## config.mk

```make
export PLATFORM = sky130hd
export DESIGN_NAME = quire_to_posit_4_0_flat
export DESIGN_NICKNAME = d
export VERILOG_FILES = /design/src/rtl/posit_defines.sv /design/src/rtl/quire_to_posit_4_0_if.sv /design/src/rtl/posit4_round_encode.sv /design/src/rtl/quire_to_posit_4_0.sv /design/src/flat_wrapper.sv
export SDC_FILE = /design/constraint.sdc
export NUM_CORES = 1
export LEC_CHECK = 0
export BUFFER_PORTS_ARGS = -buffer_cell sky130_fd_sc_hd__buf_2
export CORE_MARGIN = 5
export CORE_UTILIZATION = 47
export CTS_CLUSTER_SIZE = 40
export DETAILED_ROUTE_END_ITERATION = 16
export PLACE_DENSITY_LB_ADDON = 0.05
export SYNTH_ARGS = -nofsm -noshare
export SYNTH_HDL_FRONTEND = slang
export SYNTH_HIERARCHICAL = 1
export SYNTH_SLANG_ARGS = --single-unit
```

## constraint.sdc

```tcl
create_clock -name clk -period 3.1 [get_ports clk]
set_input_delay 0.31 -clock clk [delete_from_list [all_inputs] [get_ports clk]]
set_output_delay 0.31 -clock clk [all_outputs]
set_load 0.005 [all_outputs]
```

## src/rtl/posit_defines.sv

```systemverilog
// Posit<4,0> constants, pipeline stage records and the magnitude-to-code table
// shared by the quire-to-posit converter.
package posit_defines;

  localparam int          POSIT_W       = 4;
  localparam int          POSIT_ES      = 0;
  localparam logic [3:0]  POSIT_ZERO    = 4'b0000;
  localparam logic [3:0]  POSIT_NAR     = 4'b1000;
  localparam logic [3:0]  POSIT_MAXPOS  = 4'b0111;
  localparam logic [3:0]  POSIT_MINPOS  = 4'b0001;
  localparam int          QUIRE_LSB_EXP = -4;
  localparam int          NQMIN         = 9;
  localparam int          MAG_W         = 7;
  // 64 quire LSBs = 4.0 = maxpos; anything larger encodes the same.
  localparam logic [6:0]  MAG_SAT       = 7'd64;

  typedef struct packed {
    logic             valid;
    logic [MAG_W-1:0] mag;
    logic             sign;
    logic             nar;
    logic             zero;
    logic             sow;
    logic             eow;
  } stage1_t;

  typedef struct packed {
    logic               valid;
    logic [POSIT_W-1:0] posit;
    logic               nar;
    logic               sow;
    logic               eow;
  } stage2_t;

  // Round-to-nearest-even boundaries between adjacent posit values, in units of 1/16.
  // No underflow: any nonzero magnitude maps to at least minpos.
  function automatic logic [3:0] mag_code(input logic [6:0] m);
    logic [3:0] code;
    if (m == 7'd0)       code = POSIT_ZERO;
    else if (m <= 7'd5)  code = POSIT_MINPOS;
    else if (m <= 7'd10) code = 4'b0010;
    else if (m <= 7'd13) code = 4'b0011;
    else if (m <= 7'd20) code = 4'b0100;
    else if (m <= 7'd27) code = 4'b0101;
    else if (m <= 7'd48) code = 4'b0110;
    else                 code = POSIT_MAXPOS;
    return code;
  endfunction

endpackage

```

## src/rtl/quire_to_posit_4_0_if.sv

```systemverilog
// Upstream (quire beats) and downstream (posit beats) streaming signals of the converter.
interface quire_to_posit_4_0_if #(
  parameter int QW = 19
);
  // Handshake: a beat moves when the sender's rts and the receiver's rtr are both
  // high at a rising clk edge; payload and window marks are qualified by rts.
  logic          rts_i;
  logic          rtr_o;
  logic          sow_i;
  logic          eow_i;
  logic [QW-1:0] data_i;
  logic          sign_i;
  logic          zero_i;
  logic          NaR_i;
  logic          rtr_i;
  logic          rts_o;
  logic          sow_o;
  logic          eow_o;
  logic [3:0]    posit_o;
  logic          NaR_o;

  modport slave (
    input  rts_i, sow_i, eow_i, data_i, sign_i, zero_i, NaR_i, rtr_i,
    output rtr_o, rts_o, sow_o, eow_o, posit_o, NaR_o
  );

  modport master (
    output rts_i, sow_i, eow_i, data_i, sign_i, zero_i, NaR_i, rtr_i,
    input  rtr_o, rts_o, sow_o, eow_o, posit_o, NaR_o
  );

endinterface

```

## src/rtl/posit4_round_encode.sv

```systemverilog
// Stage-2 combinational encoder: saturated quire magnitude plus flags to posit<4,0>.
module posit4_round_encode
  import posit_defines::*;
(
  input  logic [6:0] m,
  input  logic       sign,
  input  logic       zero,
  input  logic       NaR,
  output logic [3:0] posit
);

  logic [3:0] code;

  always_comb begin
    posit = POSIT_ZERO;
    code  = mag_code(m);
    if (NaR)
      posit = POSIT_NAR;
    else if (zero || (m == 7'd0))
      posit = POSIT_ZERO;
    else if (sign)
      posit = ~code + 4'd1;
    else
      posit = code;
  end

endmodule

```

## src/rtl/quire_to_posit_4_0.sv

```systemverilog
// Two-stage quire-to-posit<4,0> converter with rts/rtr flow control.
// Define QUIRE_TO_POSIT_EOW_ONLY_EN to emit only the end-of-window beat of each window.
module quire_to_posit_4_0
  import posit_defines::*;
#(
  parameter int LOG_NB_ACCUM = 10
) (
  input logic                  clk,
  input logic                  rst_n,
  quire_to_posit_4_0_if.slave  bus
);

  localparam int QW = 9 + LOG_NB_ACCUM;

  logic          process_en;
  logic          receive_en;
  logic          accept;
  logic          s1_load;
  logic          rtr_q;
  logic [QW-1:0] abs_val;
  logic [6:0]    mag_sat;
  logic [3:0]    enc_posit;
  stage1_t       s1_q;
  stage2_t       s2_q;

  // The whole pipeline advances together whenever the output slot can move.
  assign process_en = bus.rtr_i | ~s2_q.valid;
  assign receive_en = bus.rts_i & rtr_q;
  assign accept     = receive_en & process_en;

`ifdef QUIRE_TO_POSIT_EOW_ONLY_EN
  assign s1_load = accept & bus.eow_i;
`else
  assign s1_load = accept;
`endif

  // The most-negative quire negates to itself, whose unsigned value is far above 64.
  always_comb begin
    abs_val = bus.data_i[QW-1] ? (~bus.data_i + QW'(1)) : bus.data_i;
    mag_sat = (abs_val >= QW'(MAG_SAT)) ? MAG_SAT : abs_val[6:0];
  end

  always_ff @(posedge clk or negedge rst_n) begin
    if (!rst_n) begin
      rtr_q <= 1'b0;
      s1_q  <= '0;
      s2_q  <= '0;
    end else begin
      rtr_q <= process_en;
      if (process_en) begin
        s1_q.valid <= s1_load;
        if (s1_load) begin
          s1_q.mag  <= mag_sat;
          s1_q.sign <= bus.sign_i;
          s1_q.nar  <= bus.NaR_i;
          s1_q.zero <= bus.zero_i;
          s1_q.sow  <= bus.sow_i;
          s1_q.eow  <= bus.eow_i;
        end
        s2_q.valid <= s1_q.valid;
        if (s1_q.valid) begin
          s2_q.posit <= enc_posit;
          s2_q.nar   <= s1_q.nar;
          s2_q.sow   <= s1_q.sow;
          s2_q.eow   <= s1_q.eow;
        end
      end
    end
  end

  posit4_round_encode u_encode (
    .m     (s1_q.mag),
    .sign  (s1_q.sign),
    .zero  (s1_q.zero),
    .NaR   (s1_q.nar),
    .posit (enc_posit)
  );

  assign bus.rtr_o   = rtr_q;
  assign bus.rts_o   = s2_q.valid;
  assign bus.posit_o = s2_q.posit;
  assign bus.NaR_o   = s2_q.nar;
  assign bus.sow_o   = s2_q.sow;
  assign bus.eow_o   = s2_q.eow;

endmodule

```

## src/flat_wrapper.sv

```systemverilog
// flat-port wrapper written by rule: the top's interface ports become plain ports
module quire_to_posit_4_0_flat import posit_defines::*;
#(
  parameter int LOG_NB_ACCUM = 10
)
  (clk, rst_n, bus_rts_i, bus_sow_i, bus_eow_i, bus_data_i, bus_sign_i, bus_zero_i, bus_NaR_i, bus_rtr_i, bus_rtr_o, bus_rts_o, bus_sow_o, bus_eow_o, bus_posit_o, bus_NaR_o);
  quire_to_posit_4_0_if #(.QW((19))) bus_i ();
  input logic clk;
  input logic rst_n;
  input wire logic [$bits(bus_i.rts_i)-1:0] bus_rts_i;
  input wire logic [$bits(bus_i.sow_i)-1:0] bus_sow_i;
  input wire logic [$bits(bus_i.eow_i)-1:0] bus_eow_i;
  input wire logic [$bits(bus_i.data_i)-1:0] bus_data_i;
  input wire logic [$bits(bus_i.sign_i)-1:0] bus_sign_i;
  input wire logic [$bits(bus_i.zero_i)-1:0] bus_zero_i;
  input wire logic [$bits(bus_i.NaR_i)-1:0] bus_NaR_i;
  input wire logic [$bits(bus_i.rtr_i)-1:0] bus_rtr_i;
  output wire logic [$bits(bus_i.rtr_o)-1:0] bus_rtr_o;
  output wire logic [$bits(bus_i.rts_o)-1:0] bus_rts_o;
  output wire logic [$bits(bus_i.sow_o)-1:0] bus_sow_o;
  output wire logic [$bits(bus_i.eow_o)-1:0] bus_eow_o;
  output wire logic [$bits(bus_i.posit_o)-1:0] bus_posit_o;
  output wire logic [$bits(bus_i.NaR_o)-1:0] bus_NaR_o;
  assign bus_i.rts_i = bus_rts_i;
  assign bus_i.sow_i = bus_sow_i;
  assign bus_i.eow_i = bus_eow_i;
  assign bus_i.data_i = bus_data_i;
  assign bus_i.sign_i = bus_sign_i;
  assign bus_i.zero_i = bus_zero_i;
  assign bus_i.NaR_i = bus_NaR_i;
  assign bus_i.rtr_i = bus_rtr_i;
  assign bus_rtr_o = bus_i.rtr_o;
  assign bus_rts_o = bus_i.rts_o;
  assign bus_sow_o = bus_i.sow_o;
  assign bus_eow_o = bus_i.eow_o;
  assign bus_posit_o = bus_i.posit_o;
  assign bus_NaR_o = bus_i.NaR_o;
  quire_to_posit_4_0 #(.LOG_NB_ACCUM(LOG_NB_ACCUM)) u_core (.clk(clk), .rst_n(rst_n), .bus(bus_i));
endmodule
```

Word level (Yosys, flattened, before mapping)
Cells that the tools add are included.
{ "totals": {"output_inout_bits": 9, "elab_cells": 44, "ff_bits": 22} }
{ "op_classes": {"reduce_logical": 4, "bitwise": 6, "muxes": 12, "n_addsub": 2, "order_cmp": 7} }
{ "ops": {"columns": ["cell", "count"], "rows": [
  ["adder 19 x 1 -> 19 bit (second input constant)", 1],
  ["greater-or-equal comparator 19 x 7 -> 1 bit (second input constant)", 1],
  ["two-way mux 19 bit", 1],
  ["NOT 19 bit", 1],
  ["less-or-equal comparator 7 x 4 -> 1 bit (second input constant)", 2],
  ["less-or-equal comparator 7 x 5 -> 1 bit (second input constant)", 2],
  ["two-way mux 3 bit", 4],
  ["two-way mux 4 bit", 3],
  ["less-or-equal comparator 7 x 3 -> 1 bit (second input constant)", 1],
  ["less-or-equal comparator 7 x 6 -> 1 bit (second input constant)", 1],
  ["zero test 7 bit", 1],
  ["two-way mux 7 bit", 1],
  ["adder 4 x 1 -> 4 bit (second input constant)", 1],
  ["two-way mux 2 bit", 2],
  ["NOT 4 bit", 1],
  ["AND reduction 2 bit", 2],
  ["bitwise AND 1 bit", 2],
  ["logical OR 1 bit", 1],
  ["two-way mux 1 bit", 1],
  ["NOT 1 bit", 1],
  ["OR 1 bit", 1]
]} }

Depth between registers and ports, before layout
Gate-level depths: netlist of the first run.
{ "logic_depth": {"ltp_word": 13, "depth_mapped": 9} }

By module
The synthesis of the first run kept the hierarchy.
{ "modules_own_cells": {"columns": ["module", "n_inst", "area_each_um2", "seq_area_each_um2", "cells_per_inst"], "rows": [
  ["quire_to_posit_4_0", 1, 1231.2, 550.5, 129],
  ["posit4_round_encode", 1, 205.2, 0.0, 30]
]} }

Worst setup path before layout of the first run
OpenSTA, ideal clock, no wires.
{ "synth_timing": {"path_type": "in2reg", "from": "input bus_data_i[5]", "to": "register u_core/s1_q[11] (netlist name)", "stages": 7, "setup_time_ps": 119, "path_slack_ps": 744, "t_arrival_ps": 2237, "t_required_ps": 2981, "cell_sequence": "or4_4 -> or4_1 -> a21oi_1 -> o2111ai_1 -> or4b_1 -> buf_6 -> o21a_1"} }
{ "synth_between": {"elab_chain_len": 5} }
{ "synth_lines": {"columns": ["item", "line", "source"], "rows": [
  ["start, declared", "flat_wrapper.sv:13", "input wire logic [$bits(bus_i.data_i)-1:0] bus_data_i;"],
  ["NOT 19 bit", "quire_to_posit_4_0.sv:39", "abs_val = bus.data_i[QW-1] ? (~bus.data_i + QW'(1)) : bus.data_i;"],
  ["adder 19 x 1 -> 19 bit", "quire_to_posit_4_0.sv:39", null],
  ["two-way mux 19 bit (*)", "quire_to_posit_4_0.sv:39", null],
  ["greater-or-equal comparator 19 x 7 -> 1 bit", "quire_to_posit_4_0.sv:40", "mag_sat = (abs_val >= QW'(MAG_SAT)) ? MAG_SAT : abs_val[6:0];"],
  ["two-way mux 7 bit (*)", "quire_to_posit_4_0.sv:40", null],
  ["end, declared", "quire_to_posit_4_0.sv:23", "stage1_t s1_q;"]
]} }
Every way passes the cells marked *; elsewhere a longest branch is shown, timed or not.
A chain may end at the register's enable or synchronous reset.

Final worst setup path of the first run
{ "layout_timing": {"from": "input bus_data_i[2]", "to": "register u_core/s1_q[11] (netlist name)"} }
Same word-level chain as after synthesis.

==> flow_metrics.env, run 1 <==
export IMPL_fin_crit_sh=0.8079
export IMPL_async_flop_share=1.000
export IMPL_via_count=1323
export IMPL_ant_nets=0
export IMPL_cts_setup_buffers=0
export IMPL_antenna_cells=0
export IMPL_p_seq_frac=0.460
export IMPL_final_instance_count_excl_fill=228
export IMPL_timing_fmax_mhz=399.3
export IMPL_drt_pass1_iter_count=4
export IMPL_rsz0062_at_grt="false"
export IMPL_core_sq_mm=0.003003
export IMPL_hpwl_mm=2.454
export IMPL_p_comb_frac=0.289
export IMPL_p_switching_uw=234.0
export IMPL_viasPerCell=5.803
export IMPL_cts_buffers=3
export IMPL_syn_cell_area_sq_mm=0.001436
export IMPL_clockBufferDepth=2
export IMPL_syn_instance_count=159
export IMPL_slew_headroom=0.6011
export IMPL_totalWireLength_mm=3.049
export IMPL_synth_seq_cells=22
export IMPL_drc_errors=0
export IMPL_endpoint_kind="flop"
export IMPL_cp_arrival_ps=2700
export IMPL_grt_pass1_vias=1316
export IMPL_fin_ws_ps=595.4
export IMPL_cp_start_kind="input port"
export IMPL_postCtsHoldBufs=1
export IMPL_yosysUniqueCellTypes=47
export IMPL_cellPowerDensity_mw_per_mm2=498.5
export IMPL_outcome="finished, final reports clean"
export IMPL_clk_pin_slew_ps=120
export IMPL_hold_path_class="in -> reg"
export IMPL_place_congestion=0.8232
export IMPL_layout_drive_gt1_share=0.3231
export IMPL_grt_max_degree=23
export IMPL_port_buffers=36
export IMPL_cts_resized=0
export IMPL_ir_worst_vdd_uv=267.4
export IMPL_cap_viol_max_count=0
export IMPL_cts_tree="built"
export IMPL_dpl_cell_count=223
export IMPL_slew_violations=0
export IMPL_path_max_fanout=7
export IMPL_yosysSeqAreaShare=0.3833
export IMPL_setup_viol=0
export IMPL_grt_overflow=0
export IMPL_worst_pin_slew_ps=593.4
export IMPL_grt_antenna_before_repair=0
export IMPL_p_leak_uw=0.0007769
export IMPL_final_fill_count=282
export IMPL_die_area_sq_mm=0.004261
export IMPL_die_y_um=65.28
export IMPL_hold_viol=0
export IMPL_yosysWarningCount=6
export IMPL_fin_setup_tns_ps=0
export IMPL_start_util=0.4783
export IMPL_fin_crit_ps=2505
export IMPL_wl_per_cell_um=13.37
export IMPL_postSynthNetCount=189
export IMPL_pin_count=37
export IMPL_internal_power_uw=610.6
export IMPL_clkPwrFrac=0.252
export IMPL_die_x_um=65.28
export IMPL_htree_levels=1
export IMPL_synth_edf_count=0
export IMPL_syn_area_per_cell_sq_um=9.034
export IMPL_fin_skew_ps=6.451
export IMPL_areaGrowthSynthToFinish_pct=17.94
export IMPL_grt_pass1_wl_mm=5.568
export IMPL_synth_main_ff_cell="dfrtp_1"
export IMPL_critPathRequiredTime_ps=3300
export IMPL_root_buffer="clkbuf_4"
export IMPL_pre_cts_slack_ps=281.5
export IMPL_track_usage=0.1599
export IMPL_fp_row_count=20
export IMPL_switching_share=0.2770
export IMPL_worstSetupPathType="in -> reg"
export IMPL_clk_latency_ps=300
export IMPL_cts_sinks=22
export IMPL_nNetsFinal=226
export IMPL_drt_iter0_drc=45
-- Yosys cell counts, types with 3 or more instances --
library cell	instances	share of area
nand2_1	26	0.068
dfrtp_1	22	0.38
nor2_1	12	0.031
inv_1	10	0.026
mux2_2	7	0.055
a21oi_1	6	0.021
o21ai_2	6	0.037
o21ai_0	5	0.017
clkbuf_1	4	0.010
nand3_1	4	0.014
nor3_1	4	0.014
and3_1	3	0.013
nor4_1	3	0.013
o2111ai_1	3	0.018
xnor2_1	3	0.018
xor2_1	3	0.018
-- flip-flops by register name (all words and copies together) (netlist names) --
register	flops
u_core/bus.sow_o	1
u_core/bus.rts_o	1
u_core/bus.NaR_o	1
u_core/s1_q	13
u_core/bus.posit_o	4
u_core/bus.eow_o	1
u_core/bus.rtr_o	1
-- path summary, 6_finish.rpt --
| path | start | endpoint | slack [ps] | cells after the start |
|---|---|---|---|---|
| hold / removal | bus_sow_i | u_core/s1_q[1] | 190 | 3 |
| setup reg to reg | u_core/bus.rts_o | u_core/s1_q[11] | 650 | 6 |
| setup / recovery | bus_data_i[2] | u_core/s1_q[11] | 600 | 7 |
| max in group asynchronous | rst_n | u_core/s1_q[12] | 2290 | 2 |
| hold reg to reg | u_core/s1_q[0] | u_core/s1_q[0] | 490 | 2 |
| min in group asynchronous | rst_n | u_core/bus.posit_o[2] | 480 | 2 |
-- cell families (layout without fill, tap and decap cells) --
family / Yosys count / after routing / share of synthesized area
adder cells (fa/ha/maj): 2 / 2 / 0.01742
flip-flops: 22 / 22 / 0.3833
multiplexers: 8 / 8 / 0.06185
XOR/XNOR: 6 / 6 / 0.03659
buffers and inverters: 15 / 51 / 0.04442
AO/OA/AOI/OAI: 37 / 37 / 0.2021
AND/OR/NAND/NOR: 69 / 69 / 0.2544
-- worst max-delay path, stage by stage --
cell and delay, ps:
buf_2 140, nor4_2 560, and4_2 390, a21oi_1 70, a221o_1 320, or4b_1 730
o21a_1 180
-- stage by stage --
step                      power, uW  hold slack [ps]    util  cell area (sq um)
after global routing          911.0            198.3  0.5642               1694
after floorplan               536.7            14.41       -               1436
after global placement        634.8            291.4  0.5433               1632
after detailed placement      642.0            295.2  0.5433               1632
after CTS                     861.2            174.7  0.5642               1694
final                         844.5            193.7  0.5642               1694
-- power by group through the flow --
stage                     Combinational, uW  Clock, uW  Sequential, uW
after detailed placement                247          0             395
final                                   244        213             388
after floorplan                         139          0             397
after global placement                  243          0             392
after CTS                               248        224             389
after global routing                    276        234             401
-- cell type report --
| cell class | count | area, sq um | share of cell area |
|---|---|---|---|
| Sequential cell | 22 | 550.5 | 0.3250 |
| Multi-Input combinational cell | 122 | 822.0 | 0.4852 |
| Inverter | 10 | 37.54 | 0.02216 |
| Clock buffer | 3 | 22.52 | 0.01329 |
| Clock inverter | 1 | 30.03 | 0.01773 |
| Timing Repair Buffer | 37 | 190.2 | 0.1123 |
| Tap cell | 33 | 41.29 | 0.02437 |
-- metal layers --
metal | part of all wire | global-route usage | vias to the layer above
li1 | - | - | 659
met1 | 0.46 | 0.2062 | 637
met2 | 0.49 | 0.2731 | 25
met3 | 0.042 | 0.03248 | 2
met4 | 0.0062 | 0.03886 | 0
met5 | 0 | 0 | -
-- placed cells by master, fill, tap and decap left out, types with 4 or more instances in the layout --
| master | synthesis | routed |
|---|---|---|
| a21oi_1 | 6 | 6 |
| nor2_1 | 12 | 12 |
| nand3_1 | 4 | 4 |
| nand2_1 | 26 | 26 |
| inv_1 | 10 | 10 |
| mux2_2 | 7 | 7 |
| dfrtp_1 | 22 | 22 |
| o21ai_0 | 5 | 5 |
| buf_2 | 0 | 36 |
| o21ai_2 | 6 | 6 |
| nor3_1 | 4 | 4 |
(Power assumes the default switching activity.)
==> run 2: changes to the inputs <==
- ABC_AREA: unset -> 1
- clock period: 3.1 -> 2.2 ns (I/O delays scaled with it)
==> flow_metrics.env, run 2 <==
export IMPL_start_util=0.4839
export IMPL_grt_antenna_before_repair=0
export IMPL_syn_area_per_cell_sq_um=6.841
export IMPL_p_leak_uw=0.001115
export IMPL_postSynthNetCount=289
export IMPL_grt_max_degree=23
export IMPL_via_count=1707
export IMPL_clk_pin_slew_ps=80
export IMPL_worstSetupPathType="reg -> reg"
export IMPL_track_usage=0.1617
export IMPL_setup_viol=0
export IMPL_htree_levels=1
export IMPL_worst_pin_slew_ps=509.0
export IMPL_synth_top_family_by_area="simple AND/OR/NAND/NOR gates"
export IMPL_fin_crit_sh=0.9314
export IMPL_final_cell_mix="nand2_1, buf_2, inv_1"
export IMPL_synth_mux_area_frac=0.02542
export IMPL_clockBufferDepth=2
export IMPL_root_buffer="clkbuf_8"
export IMPL_final_util=0.5718
export IMPL_syn_instance_count=259
export IMPL_synth_top_area_share=0.3107
export IMPL_topRoutingLayerUsed="met4"
export IMPL_outcome="finished, final reports clean"
export IMPL_totalWireLength_mm=4.003
export IMPL_cap_viol_max_count=0
export IMPL_grt_overflow=0
export IMPL_wl_met1_mm=1.955
export IMPL_synth_seq_cells=22
export IMPL_yosysUniqueCellTypes=32
export IMPL_yosysWarningCount=6
export IMPL_fin_setup_tns_ps=0
export IMPL_cp_arrival_ps=2200
export IMPL_cp_start_kind="flop"
export IMPL_cts_buffers=3
export IMPL_clk_latency_ps=260
export IMPL_ant_nets=0
export IMPL_layout_drive_gt1_share=0.2910
export IMPL_antenna_cells=0
export IMPL_synth_area_leaders="dfrtp_1, nand2_1, inv_1"
export IMPL_synthAdderAreaFrac=0.01412
export IMPL_syn_cell_area_sq_mm=0.001772
export IMPL_finalPower_uw=1480
export IMPL_synth_common_cells="nand2_1, inv_1, dfrtp_1"
export IMPL_hpwl_mm=3.084
export IMPL_grt_pass1_vias=1554
export IMPL_drc_errors=0
export IMPL_port_buffers=36
export IMPL_areaGrowthSynthToFinish_pct=18.15
export IMPL_endpoint_kind="flop"
export IMPL_pin_count=37
export IMPL_die_y_um=71.40
export IMPL_timing_fmax_mhz=488.0
export IMPL_nNetsFinal=330
export IMPL_fp_row_count=22
export IMPL_cts_sinks=22
export IMPL_fin_crit_ps=2049
export IMPL_core_sq_mm=0.003661
export IMPL_cellPowerDensity_mw_per_mm2=707.0
export IMPL_largest_register="u_core/s1_q"
export IMPL_synth_top_cell_by_area="dfrtp_1"
export IMPL_final_common_cell="nand2_1"
export IMPL_yosysSeqAreaShare=0.3107
export IMPL_async_flop_share=1.000
export IMPL_path_max_fanout=6
export IMPL_synth_edf_count=0
export IMPL_fin_ws_ps=150.9
export IMPL_rrSetupSlack_ps=150
export IMPL_synth_main_ff_cell="dfrtp_1"
export IMPL_viasPerCell=4.919
export IMPL_grt_pass1_wl_mm=6.824
export IMPL_synth_simple_gate_area_frac=0.4746
export IMPL_hold_viol=0
export IMPL_wl_met3_um=319
export IMPL_wl_met2_mm=1.695
export IMPL_cts_tree="built"
export IMPL_largest_reg_flops=13
export IMPL_hold_path_class="in -> reg"
export IMPL_slew_headroom=0.6606
export IMPL_wl_per_cell_um=11.54
export IMPL_ir_worst_vdd_uv=534.4
export IMPL_place_congestion=0.8601
export IMPL_pre_cts_slack_ps=149.3
export IMPL_synth_xor_area_frac=0.004944
export IMPL_hold_worst_slack_ps=149.1
export IMPL_slew_violations=0
export IMPL_critPathRequiredTime_ps=2350
export IMPL_die_area_sq_mm=0.005097
export IMPL_drt_pass1_iter_count=4
export IMPL_die_x_um=71.40
export IMPL_synth_most_common_cell="nand2_1"
export IMPL_drt_iter0_drc=104
export IMPL_synth_compound_area_share=0.08545
export IMPL_fin_skew_ps=1.187
-- run 2: worst paths after layout --
path / start / end / cells after the start
max in group asynchronous: rst_n / u_core/s1_q[8] / 2
worst min register to register: u_core/s1_q[12] / u_core/bus.rts_o / 2
worst max-delay path: u_core/s1_q[11] / u_core/bus.posit_o[1] / 11
worst min-delay path: bus_sign_i / u_core/s1_q[4] / 3
min in group asynchronous: rst_n / u_core/s1_q[9] / 2
worst max register to register: u_core/s1_q[11] / u_core/bus.posit_o[1] / 11
-- run 2: metrics by stage --
step                instances  area (sq um)
floorplan                 259          1772
global placement          340          1993
detailed placement        340          1993
CTS                       345          2074
global route              347          2093
finish                    347          2093
-- run 2: cell families after synthesis --
group | after synthesis
XOR/XNOR | 1
AO/OA/AOI/OAI | 26
adder cells (fa/ha/maj) | 2
multiplexers | 4
buffers and inverters | 37
AND/OR/NAND/NOR | 167
flip-flops | 22
-- run 2: layout make-up --
cell class,count,area (sq um)
fillers,372,1568
multi-input cells,200,1071
flip-flops and latches,22,554.3
repair buffers,40,212.7
inverters,33,123.9
well taps,48,60.06
clock buffers,3,41.29
clock inverters,1,30.03
-- run 2: timing repair --
item,in CTS,in global routing
hold buffers,1,0
setup endpoints to repair,0,1
buffers inserted,0,2
gates resized for setup,0,3
endpoints found under the hold margin,22,0
-- run 2: metal layers --
layer,GRT usage,vias to the layer above
met5,0,-
met2,0.2398,41
met4,0.01253,0
met1,0.2424,755
met3,0.04628,4
li1,-,907
-- run 2: worst max-delay path: stages, from the launching register on --
cell and delay, ps:
dfrtp_2 460, nor2_8 180, nand3_4 100, nor2_2 90, nor2_1 50, nor2_2 80
nand2_2 70, ha_1 260, or2_2 290, nand2_1 80, a21oi_2 30, mux2_2 250
-- run 2: where the power goes --
group | total [uW] | switching [uW] | internal, uW
Clock | 375 | 132 | 243
Combinational | 553 | 310 | 243
Sequential | 552 | 52.1 | 500
